$ cat config.mk
export PLATFORM = sky130hd
export DESIGN_NAME = pht_ctrl
export DESIGN_NICKNAME = d
export VERILOG_FILES = /design/src/rtl/bp_pkg.sv /design/src/rtl/pht_upd_fifo.sv /design/src/rtl/pht_ctrl.sv
export SDC_FILE = /design/constraint.sdc
export NUM_CORES = 1
export LEC_CHECK = 0
export BUFFER_PORTS_ARGS = -buffer_cell sky130_fd_sc_hd__buf_2
export CORE_UTILIZATION = 46
export DETAILED_ROUTE_END_ITERATION = 6
export PLACE_DENSITY = 0.66
export SYNTH_ARGS = -nofsm -noshare
export SYNTH_HDL_FRONTEND = slang
export SYNTH_HIERARCHICAL = 1
export SYNTH_SLANG_ARGS = --single-unit
$ cat constraint.sdc
create_clock -name clk -period 7.2 [get_ports clk]
set_clock_uncertainty 0.2 [all_clocks]
set_input_delay 1.44 -clock clk [delete_from_list [all_inputs] [get_ports clk]]
set_output_delay 1.44 -clock clk [all_outputs]
set_load 0.005 [all_outputs]
$ cat src/rtl/bp_pkg.sv
// rtl/bp_pkg.sv - shared branch-predictor types, counter encodings and saturating update
package bp_pkg;

    localparam logic [1:0] STRONG_NT = 2'b00;
    localparam logic [1:0] WEAK_NT   = 2'b01;
    localparam logic [1:0] WEAK_T    = 2'b10;
    localparam logic [1:0] STRONG_T  = 2'b11;

    typedef enum logic [1:0] {
        INIT   = 2'd0,
        RUN    = 2'd1,
        UPD_WR = 2'd2
    } phtState_e;

    function automatic logic [1:0] sat_update(input logic [1:0] counter, input logic taken);
        if (taken) begin
            return (counter == STRONG_T) ? STRONG_T : counter + 2'd1;
        end
        return (counter == STRONG_NT) ? STRONG_NT : counter - 2'd1;
    endfunction

endpackage

$ cat src/rtl/pht_upd_fifo.sv
// rtl/pht_upd_fifo.sv - synchronous FIFO holding pending {index, taken} updates
module pht_upd_fifo
    import bp_pkg::*;
#(
    parameter int DEPTH = 4,
    parameter int WIDTH = 11
) (
    input  logic             clk,
    input  logic             rst,
    input  logic             push,
    input  logic [WIDTH-1:0] pushData,
    input  logic             pop,
    output logic [WIDTH-1:0] popData,
    output logic             full,
    output logic             empty
);

    localparam int PW = (DEPTH > 1) ? $clog2(DEPTH) : 1;
    localparam int CW = $clog2(DEPTH + 1);

    logic [WIDTH-1:0] mem [DEPTH];
    logic [PW-1:0]    rdPtr;
    logic [PW-1:0]    wrPtr;
    logic [CW-1:0]    cnt;
    logic             doPush;
    logic             doPop;

    // Wrap explicitly so non-power-of-two depths work
    function automatic logic [PW-1:0] nextPtr(input logic [PW-1:0] p);
        return (p == PW'(DEPTH - 1)) ? '0 : p + PW'(1);
    endfunction

    assign doPush  = push && !full;
    assign doPop   = pop && !empty;
    assign full    = (cnt == CW'(DEPTH));
    assign empty   = (cnt == '0);
    assign popData = mem[rdPtr];

    always_ff @(posedge clk) begin
        if (doPush) begin
            mem[wrPtr] <= pushData;
        end
    end

    always_ff @(posedge clk) begin
        if (rst) begin
            rdPtr <= '0;
            wrPtr <= '0;
            cnt   <= '0;
        end else begin
            if (doPush) begin
                wrPtr <= nextPtr(wrPtr);
            end
            if (doPop) begin
                rdPtr <= nextPtr(rdPtr);
            end
            case ({doPush, doPop})
                2'b10:   cnt <= cnt + CW'(1);
                2'b01:   cnt <= cnt - CW'(1);
                default: cnt <= cnt;
            endcase
        end
    end

endmodule

$ cat src/rtl/pht_ctrl.sv
// rtl/pht_ctrl.sv - PHT RAM owner: init sweep, lookup/update arbitration, counter RMW
module pht_ctrl
    import bp_pkg::*;
#(
    parameter int         PHT_DEPTH  = 10,
    parameter int         FIFO_DEPTH = 4,
    parameter logic [1:0] INIT_VALUE = 2'b10
) (
    input  logic                 clk,
    input  logic                 rst,
    input  logic                 lookup_valid,
    input  logic [PHT_DEPTH-1:0] lookup_index,
    output logic                 lookup_ready,
    output logic                 lookup_pred_valid,
    output logic                 lookup_pred,
    input  logic                 upd_valid,
    input  logic [PHT_DEPTH-1:0] upd_index,
    input  logic                 upd_taken,
    output logic                 upd_ready,
    output logic                 init_done,
    output logic                 ram_en,
    output logic                 ram_we,
    output logic [PHT_DEPTH-1:0] ram_addr,
    output logic [1:0]           ram_wdata,
    input  logic [1:0]           ram_rdata
);

    localparam logic [PHT_DEPTH-1:0] LAST_ADDR = '1;

    phtState_e            state;
    phtState_e            nextState;
    logic [PHT_DEPTH-1:0] sweep;
    logic [PHT_DEPTH-1:0] rmwIndex;
    logic                 rmwTaken;
    logic                 predPending;
    logic                 predHold;
    logic                 fifoFull;
    logic                 fifoEmpty;
    logic                 fifoPop;
    logic                 fifoPush;
    logic [PHT_DEPTH:0]   fifoHead;

    assign fifoPush = upd_valid && upd_ready;

    pht_upd_fifo #(
        .DEPTH (FIFO_DEPTH),
        .WIDTH (PHT_DEPTH + 1)
    ) u_fifo (
        .clk      (clk),
        .rst      (rst),
        .push     (fifoPush),
        .pushData ({upd_index, upd_taken}),
        .pop      (fifoPop),
        .popData  (fifoHead),
        .full     (fifoFull),
        .empty    (fifoEmpty)
    );

    // Outputs are forced quiet while rst is high, even if the state register still holds UPD_WR
    always_comb begin
        nextState    = state;
        ram_en       = 1'b0;
        ram_we       = 1'b0;
        ram_addr     = '0;
        ram_wdata    = '0;
        lookup_ready = 1'b0;
        fifoPop      = 1'b0;
        upd_ready    = 1'b0;
        init_done    = 1'b0;
        if (!rst) begin
            upd_ready = (state != INIT) && !fifoFull;
            init_done = (state != INIT);
            unique case (state)
                INIT: begin
                    ram_en    = 1'b1;
                    ram_we    = 1'b1;
                    ram_addr  = sweep;
                    ram_wdata = INIT_VALUE;
                    if (sweep == LAST_ADDR) begin
                        nextState = RUN;
                    end
                end
                RUN: begin
                    if (fifoFull || (!lookup_valid && !fifoEmpty)) begin
                        ram_en    = 1'b1;
                        ram_addr  = fifoHead[PHT_DEPTH:1];
                        fifoPop   = 1'b1;
                        nextState = UPD_WR;
                    end else if (lookup_valid) begin
                        ram_en       = 1'b1;
                        ram_addr     = lookup_index;
                        lookup_ready = 1'b1;
                    end
                end
                UPD_WR: begin
                    ram_en    = 1'b1;
                    ram_we    = 1'b1;
                    ram_addr  = rmwIndex;
                    ram_wdata = sat_update(ram_rdata, rmwTaken);
                    nextState = RUN;
                end
                default: nextState = INIT;
            endcase
        end
    end

    always_ff @(posedge clk) begin
        if (rst) begin
            state       <= INIT;
            sweep       <= '0;
            rmwIndex    <= '0;
            rmwTaken    <= 1'b0;
            predPending <= 1'b0;
            predHold    <= 1'b0;
        end else begin
            state       <= nextState;
            predPending <= lookup_ready;
            if (state == INIT) begin
                sweep <= sweep + PHT_DEPTH'(1);
            end
            if (fifoPop) begin
                rmwIndex <= fifoHead[PHT_DEPTH:1];
                rmwTaken <= fifoHead[0];
            end
            if (predPending) begin
                predHold <= ram_rdata[1];
            end
        end
    end

    assign lookup_pred_valid = !rst && predPending;
    assign lookup_pred       = rst ? 1'b0 : (predPending ? ram_rdata[1] : predHold);

endmodule
==> results.cfg, run 1 <==
[outcome]
status = completed

[synth]
synth_edf_count = 44
yosys.area_share.simple_pct = 10.9
synthAdderAreaFrac_pct = 3.38
yosysTopAreaCellShare_pct = 37.9
synth_xor_area_share_pct = 1.01
yosysTopAreaCell = edfxtp_1
synthTopCellsByArea = edfxtp_1 38%, dfxtp_1 20%, mux4_2 7.1%
synth_area_sq_mm = 0.00348
ys_warn_count = 6
syn-num-nets = 320
synth_cell_types = 41
ys.flop_type = edfxtp_1
synth.avg_cell_area_sq_um = 12.2
synth_cells = 285
synth_compound_area_share_pct = 12.8
synthMuxAreaShare_pct = 10.6
yosysSeqAreaShare_pct = 57.5
synth-seq-cells = 78
async_flop_share_pct = 0
synth_top_family_by_area = compound AO/OA/AOI/OAI gates

[clocking]
cts_max_level = 3
cts_root_buffer = clkbuf_8
ctsResizeCount = 0
clock-sinks = 78
clkTransAtPathRegs_ns = 0.07
clockBufferDepth = 2
cts_setup_buffers = 0
clock_latency_ns = 0.34
numCtsBuffers = 9
cts_tree = done
ctsHoldBuffers = 0

[power]
vdd_drop_max_mv = 0.116
power.leakage_nw = 1.38
powerDensity_mw_per_mm2 = 208

[critical_path]
start_kind = primary input
path_max_fanout = 13
reg2reg_slack_ns = 3.76
crit_arrival_ns = 3.04
regToRegStartpoint = u_fifo/cnt[1]
required_ns = 5.56
reg2reg_to = u_fifo/cnt[2]
cp-end-kind = primary output
r2r_cells = 12
path_class = in -> out

[route]
num_vias = 2357
first_iter_violations = 118
wl_per_cell_um = 16.5
wirelength_um = 7050
vias_per_cell = 5.52
drc = 0
ant_nets = 0
drt-pass1-iter-count = 4

[sta]
drv_slew = 0
finalCriticalPeriod_ns = 4.68
setup_violations = 0
max_slew_margin_pct = 30.3
fmax_mhz = 214
rsz0062_at_grt = false
fin_crit_sh_pct = 64.9
hold_viol = 0
tns_ns = 0
worstMarginPinSlew_ns = 1.04

[floorplanning]
ios = 46
std_cell_rows = 31
coreArea_sq_mm = 0.00729
dieArea_sq_mm = 0.00792
start_util_pct = 47.8
die-width_um = 89.0
die_h_um = 89.0

[place]
gp_congestion = 0.752
portBuffers = 45
dp_hpwl_um = 4600
dpl-instance-area_sq_mm = 0.00375

[finish]
num-nets-final = 358
area.growth.synth_to_final_pct = 13.0
fillers = 640
antenna_cells = 0
design_area_sq_mm = 0.00394
drive_above_1_share_pct = 23.2

[hold_path]
worstHoldPathType = reg -> reg
min_from = rmwIndex[1]
holdPathStages = 2
holdPathEnd = rmwIndex[1]

[global_route]
grt_pass1_vias = 2144
grt_pass1_wl_um = 11000
grt_antenna_before_repair = 0
grt_max_degree = 43
grt_usage_pct = 19.2
grt-ovfl-total = 0

[run]
maxCapViolCount = 0
-- sequential cells by signal, indices dropped and copies added (netlist names), named ones only --
name	flops
sweep	10
predHold	1
rmwTaken	1
u_fifo/wrPtr	2
u_fifo/cnt	3
predPending	1
u_fifo/mem	44
state	2
u_fifo/rdPtr	2
rmwIndex	10
-- cell families (layout without fill, tap and decap cells) --
family | count (synthesis) | after routing
AOI/OAI and AO/OA | 74 | 74
muxes | 23 | 23
DFF | 78 | 78
and+or+nand+nor | 66 | 66
buffers and inverters | 31 | 74
xor gates and xnor gates | 4 | 4
adders and majority gates | 9 | 9
-- synth_stat cells, types with 2 or more instances --
cell	count
edfxtp_1	44
dfxtp_1	34
a21oi_1	33
o21ai_0	19
nand3_1	15
clkbuf_1	13
inv_1	12
mux2i_1	12
mux4_2	11
nor2_1	10
a2bb2oi_1	8
ha_1	7
nor2b_1	6
nand2_1	5
nor3_1	5
or3_1	5
buf_2	4
o31ai_1	4
or4_1	4
a21o_1	3
and3_1	3
a22oi_1	2
and3_2	2
buf_6	2
nor4bb_1	2
o32ai_1	2
or3b_1	2
xnor2_1	2
xor2_1	2
-- worst max-delay path, cell delays in order --
cell	delay, ns
buf_2	0.12
o21bai_1	0.82
a22oi_1	0.23
o32ai_1	0.27
buf_2	0.16
-- per-stage QoR --
stage | setup WS, ns | util, % | std cells | power (W) | hold slack (ns)
CTS | 2.55 | 54.0 | 427 | 0.000827 | 0.278
finish | 2.52 | 54.0 | 427 | 0.000817 | 0.276
detailed placement | 2.56 | 51.4 | 411 | 0.000509 | 0.268
global placement | 2.53 | 51.4 | 411 | 0.000509 | 0.261
global route | 2.41 | 54.0 | 427 | 0.000850 | 0.307
floorplan | 3.32 | - | 285 | 0.000495 | 0.254
-- routing by layer --
layer	vias up	global-route usage, %	share of wire (%)
li1	1150	-	-
met1	1135	25.2	44
met2	63	31.5	50
met3	9	3.05	4.6
met4	0	8.95	1.5
met5	-	0	0
-- placed cells by master (no fill, tap or decap), types with 10 or more instances in the layout --
master,instances
buf_2,45
o21ai_0,19
edfxtp_1,44
mux2i_1,12
mux4_2,11
dfxtp_1,34
nor2_1,10
nand3_1,15
inv_1,12
a21oi_1,33
-- where the power goes --
| group | internal, W | switching (W) | leakage [nW] | total, W |
|---|---|---|---|---|
| sequential | 0.000471 | 0.00000195 | 0.670 | 0.000472 |
| combinational | 0.0000113 | 0.0000156 | 0.626 | 0.0000269 |
| clock | 0.000159 | 0.000159 | 0.0880 | 0.000318 |
-- worst max-delay path by stage --
stage                  from           to  slack (ns)  cells past startpoint
2_1_floorplan  lookup_valid  ram_addr[0]        3.32                      4
3_3_place_gp   lookup_valid  ram_addr[8]        2.53                      5
3_5_place_dp   lookup_valid  ram_addr[8]        2.56                      5
4_1_cts        lookup_valid  ram_addr[7]        2.55                      5
5_1_grt        lookup_valid  ram_addr[7]        2.41                      5
6_report       lookup_valid  ram_addr[7]        2.52                      5
-- cell type report --
cell class / count / area (sq um) / share of cell area [%]
clock buffers: 10 / 128 / 3.24
clock inverters: 6 / 61.3 / 1.56
inverters: 12 / 45.0 / 1.14
multi-input cells: 176 / 1350 / 34.2
flip-flops and latches: 78 / 2000 / 50.8
well taps: 99 / 124 / 3.15
repair buffers: 46 / 233 / 5.91
Note: power is estimated with default switching activity, not from simulation.
==> run 2: changes to the inputs <==
PLACE_DENSITY = 0.68   (was 0.66)
clock period = 3.8 ns   (was 7.2 ns; I/O delays follow)
==> run 2 against run 1 <==
Sequential share of layout area down 0.69 points. Via count up 0.93%. Clock-buffer cell count stayed put. Largest cell class unchanged. Highest routed layer unchanged.
==> results.cfg, run 2 (synthesized netlist as in run 1, its figures left out) <==
[outcome]
status = completed

[sta]
finalCriticalPeriod_ns = 3.50
worstMarginPinSlew_ns = 0.868
setup_violations = 0
tns_ns = 0
max_slew_margin_pct = 42.0
hold_viol = 0
drv_slew = 0
rsz0062_at_grt = false
fin_crit_sh_pct = 92.1
fmax_mhz = 286

[clocking]
cts_max_level = 3
cts_setup_buffers = 0
numCtsBuffers = 9
clockBufferDepth = 2
cts_tree = done
ctsResizeCount = 0
clkTransAtPathRegs_ns = 0.09
clock-sinks = 78
clock_latency_ns = 0.35
cts_root_buffer = clkbuf_8
ctsHoldBuffers = 0

[power]
clockPowerShare_pct = 39.5
powerDensity_mw_per_mm2 = 392
switching_share_pct = 21.9
power.leakage_nw = 1.42
pwr-share-seq_pct = 57.2
p_int_w = 0.00122
vdd_drop_max_mv = 0.205
p_sw_w = 0.000344
power.total_w = 0.00157
combPwrFrac_pct = 3.3

[finish]
area.growth.synth_to_final_pct = 14.6
largest-register = u_fifo/mem
num-nets-final = 364
layout_common_cells = 45 x buf_2, 44 x edfxtp_1, 34 x dfxtp_1, 33 x a21oi_1, 19 x o21ai_0
fillers = 654
antenna_cells = 0
mostFrequentLayoutCell = buf_2
top_regs = u_fifo/mem x44, rmwIndex x10, sweep x10
final_util_pct = 54.7
design_area_sq_mm = 0.00399
drive_above_1_share_pct = 25.1
fin_cells = 433
largest_register_ffs = 44

[route]
num_vias = 2379
vias_per_cell = 5.49
drc = 0
drt-pass1-iter-count = 4
wirelength_um = 7190
wl_per_cell_um = 16.6
first_iter_violations = 113
ant_nets = 0

[critical_path]
cp-end-kind = primary output
path_class = reg -> out
max_stage_delay_ns = 0.50
crit_chain = or3b_1 -> inv_1 -> o21bai_1 -> a22oi_1 -> o32ai_1 -> buf_2
required_ns = 2.84
cp.buffers_inverters = 2
crit_arrival_ns = 2.54
crit_slowest_cell = or3b_1
path_delay_family = compound AO/OA/AOI/OAI gates
path_max_fanout = 13
start_kind = flip-flop

[place]
dp_hpwl_um = 4980
dpl-instance-area_sq_mm = 0.00379
dp_cells = 417
gp_congestion = 0.793
portBuffers = 45

[global_route]
grt_max_degree = 33
grt_pass1_vias = 2280
grt_usage_pct = 20.0
grt_pass1_wl_um = 11500
grt_antenna_before_repair = 0
grt-ovfl-total = 0

[floorplanning]
die-width_um = 89.0
coreArea_sq_mm = 0.00729
dieArea_sq_mm = 0.00792
std_cell_rows = 31
start_util_pct = 47.8
die_h_um = 89.0
ios = 46

[hold_path]
worstHoldPathType = reg -> reg

[run]
maxCapViolCount = 0
[run 2: changes by cell type in the layout (fill, tap and decap cells not counted)]
cell / previous run / this run
clkinv_1: 2 / 0
inv_6: 1 / 2
buf_4: 1 / 7
clkinvlp_4: 2 / 3
[run 2: worst register-to-register path, stage by stage, from the launching register on]
cell and delay [ns]:
dfxtp_1 0.39, or3b_1 0.50, inv_1 0.19, o21ba_2 0.27
nor3_1 0.21, o31ai_1 0.15, inv_1 0.09, ha_1 0.17
inv_1 0.06, fa_1 0.37, xor2_1 0.17, or3_2 0.41
a21oi_1 0.14
[run 2: area by class of cell]
| type | count | area (sq um) | area share, % |
|---|---|---|---|
| flip-flops and latches | 78 | 2000 | 50.2 |
| multi-input cells | 176 | 1350 | 33.7 |
| repair buffers | 52 | 278 | 6.96 |
| clock buffers | 10 | 128 | 3.20 |
| well taps | 99 | 124 | 3.10 |
| clock inverters | 6 | 70.1 | 1.76 |
| inverters | 12 | 45.0 | 1.13 |
[run 2: power by group through the flow]
| stage | logic (W) | clock network (W) | registers (W) |
|---|---|---|---|
| 3_3_place_gp | 0.0000502 | 0 | 0.000915 |
| 2_1_floorplan | 0.0000243 | 0 | 0.000914 |
| 6_report | 0.0000520 | 0.000618 | 0.000895 |
| 5_1_grt | 0.0000590 | 0.000671 | 0.000895 |
| 3_5_place_dp | 0.0000524 | 0 | 0.000915 |
| 4_1_cts | 0.0000524 | 0.000641 | 0.000895 |
[run 2: routing by layer]
| layer | global-route usage, % | part of all wire [%] | up-vias |
|---|---|---|---|
| met5 | 0 | 0 | - |
| met4 | 5.19 | 1.0 | 0 |
| met3 | 5.91 | 3.6 | 9 |
| met2 | 32.5 | 50 | 47 |
| met1 | 26.5 | 45 | 1163 |
| li1 | - | - | 1160 |
[run 2: path summary, 6_finish.rpt]
path                                     from            end  slack [ns]  cells past startpoint
worst max-delay path            u_fifo/cnt[2]    ram_addr[7]        0.30                      6
worst min-delay path              rmwIndex[8]    rmwIndex[8]        0.28                      2
worst max register to register  u_fifo/cnt[2]  u_fifo/cnt[2]        0.43                     12
worst min register to register    rmwIndex[8]    rmwIndex[8]        0.28                      2
[run 2: stage by stage]
| stage | hold WS [ns] | worst slack (ns) |
|---|---|---|
| final | 0.284 | 0.300 |
| after global routing | 0.317 | 0.105 |
| after CTS | 0.283 | 0.295 |
| after detailed placement | 0.272 | 0.473 |
| after global placement | 0.264 | 0.580 |
| after floorplan | 0.254 | 0.615 |
==> run 3: changes to the inputs <==
SYNTH_HIERARCHICAL = unset   (was 1)
==> run 3 against run 2 <==
Critical path depth fell by 2. Maximum frequency rose by 8.7%. Clock-buffer cell count fell by 1. Synthesized area rose by 0.47%. Sequential power barely moved. Combinational power fell by 6.0%. Final cell count fell by 3.0%. Utilization fell by 0.14 points. Largest cell class unchanged.
==> results.cfg, run 3 <==
[critical_path]
path_class = reg -> out
crit_arrival_ns = 2.26
crit_slowest_cell = dfxtp_1
path_max_fanout = 9
required_ns = 2.84
path_delay_family = flip-flops
cp-end-kind = primary output
crit_chain = mux4_2 -> and4_1 -> a221o_1 -> buf_2
start_kind = flip-flop
max_stage_delay_ns = 0.69
cp.buffers_inverters = 1

[clocking]
clkTransAtPathRegs_ns = 0.09
cts_max_level = 3
cts_tree = done
clockBufferDepth = 2
ctsHoldBuffers = 0
numCtsBuffers = 9
cts_root_buffer = clkbuf_8
clock_latency_ns = 0.35
cts_setup_buffers = 0
clock-sinks = 78
ctsResizeCount = 0

[synth]
ys_top_cells_by_count = 44 x edfxtp_1, 34 x dfxtp_1, 24 x a21oi_1
synth_most_common_cell = edfxtp_1
synth-seq-cells = 78
synth_edf_count = 44
syn-num-nets = 310
yosysSeqAreaShare_pct = 57.2
synth_cell_types = 48
synth_area_sq_mm = 0.00350
synth.avg_cell_area_sq_um = 12.7
ys.flop_type = edfxtp_1
synth_cells = 275
async_flop_share_pct = 0
synthTopCellsByArea = edfxtp_1 38%, dfxtp_1 19%, mux4_2 7.1%
yosysTopAreaCell = edfxtp_1
yosysTopAreaCellShare_pct = 37.8
ys_warn_count = 0

[sta]
worstMarginPinSlew_ns = 0.871
hold_viol = 0
fmax_mhz = 311
tns_ns = 0
finalCriticalPeriod_ns = 3.22
max_slew_margin_pct = 41.7
rsz0062_at_grt = false
fin_crit_sh_pct = 84.7
drv_slew = 0
setup_violations = 0

[route]
drt-pass1-iter-count = 5
num_vias = 2353
vias_per_cell = 5.60
first_iter_violations = 118
ant_nets = 0
drc = 0
wirelength_um = 6780
wl_per_cell_um = 16.1

[finish]
largest_register_ffs = 44
largest-register = u_fifo.mem
num-nets-final = 351
drive_above_1_share_pct = 27.1
area.growth.synth_to_final_pct = 13.8
mostFrequentLayoutCell = buf_2
top_regs = u_fifo.mem x44, rmwIndex x10, sweep x10
design_area_sq_mm = 0.00398
layout_common_cells = 45 x buf_2, 44 x edfxtp_1, 34 x dfxtp_1, 24 x a21oi_1
multiInputGateArea_sq_mm = 0.00136
regArea_sq_mm = 0.00200
antenna_cells = 0
fillers = 637

[global_route]
grt_antenna_before_repair = 0
grt_pass1_wl_um = 10800
grt_pass1_vias = 2160
grt-ovfl-total = 0
grt_max_degree = 18
grt_usage_pct = 19.0

[power]
switching_share_pct = 23.8
power.total_w = 0.00153
p_sw_w = 0.000365
powerDensity_mw_per_mm2 = 385
clockPowerShare_pct = 38.4
vdd_drop_max_mv = 0.307
pwr-share-seq_pct = 58.4
combPwrFrac_pct = 3.2
power.leakage_nw = 1.49
p_int_w = 0.00117

[run]
maxCapViolCount = 0

[floorplanning]
coreArea_sq_mm = 0.00729
dieArea_sq_mm = 0.00796
die_h_um = 89.2
std_cell_rows = 31
die-width_um = 89.2
start_util_pct = 48.0
ios = 46

[place]
dpl-instance-area_sq_mm = 0.00379
portBuffers = 45
dp_hpwl_um = 4770
gp_congestion = 0.854

[outcome]
status = completed

[hold_path]
worstHoldPathType = reg -> reg
-- run 3: cell types whose count changed after synthesis, moves of 8 or more --
cell	before	now
nand3_1	15	2
a2bb2oi_1	8	0
a21oi_1	33	24
mux2i_1	12	1
nand4_1	1	10
o21ai_0	19	7
-- run 3: cell type report --
type,count,area share (%)
clock buffer,9,3.11
clock inverter,7,1.63
inverter,11,1.04
multi-input combinational,166,34.2
sequential,78,50.3
tap,99,3.11
timing repair buffer,50,6.60
-- run 3: worst reg2reg max path, cell delays in order (launching register included) --
cell and delay (ns):
dfxtp_1 0.38, or3b_1 0.59, and3_1 0.29, inv_1 0.07, ha_1 0.17, inv_1 0.06, fa_1 0.37, xor2_1 0.15
or3_1 0.30, a21oi_1 0.14
-- run 3: stage by stage --
step                      cells  worst slack (ns)  hold WS, ns  utilization (%)
after floorplan             275             0.882        0.220                -
after global routing        420             0.392        0.270             54.6
after detailed placement    404             0.698        0.236             52.0
after global placement      404             0.735        0.228             52.0
final                       420             0.580        0.252             54.6
after CTS                   420             0.486        0.257             54.6
-- run 3: metal layers --
metal | vias up | share of wire [%] | GRT usage, %
li1 | 1146 | - | -
met1 | 1131 | 47 | 25.7
met2 | 70 | 47 | 29.7
met3 | 6 | 4.9 | 6.37
met4 | 0 | 1.0 | 4.76
met5 | - | 0 | 0
-- run 3: logic make-up after synthesis --
| group | synth area share [%] |
|---|---|
| xor gates and xnor gates | 1.00 |
| muxes | 8.97 |
| AOI/OAI and AO/OA | 13.9 |
| buffers and inverters | 3.86 |
| adders and majority gates | 3.65 |
| and+or+nand+nor | 11.4 |
| DFF | 57.2 |
-- run 3: final timing paths --
check,start,to,slack (ns),depth (start not counted)
max,flip-flop,ram_addr[0],0.58,4
min,rmwIndex[6],rmwIndex[6],0.25,1
max reg2reg,u_fifo.cnt[0],u_fifo.cnt[2],1.02,9
min reg2reg,rmwIndex[6],rmwIndex[6],0.25,1
-- run 3: power by group through the flow --
stage / sequential, W / combinational (W) / clock [W]
finish: 0.000894 / 0.0000489 / 0.000589
detailed placement: 0.000914 / 0.0000491 / 0
global placement: 0.000914 / 0.0000473 / 0
global route: 0.000895 / 0.0000549 / 0.000642
floorplan: 0.000914 / 0.0000218 / 0
CTS: 0.000894 / 0.0000492 / 0.000607
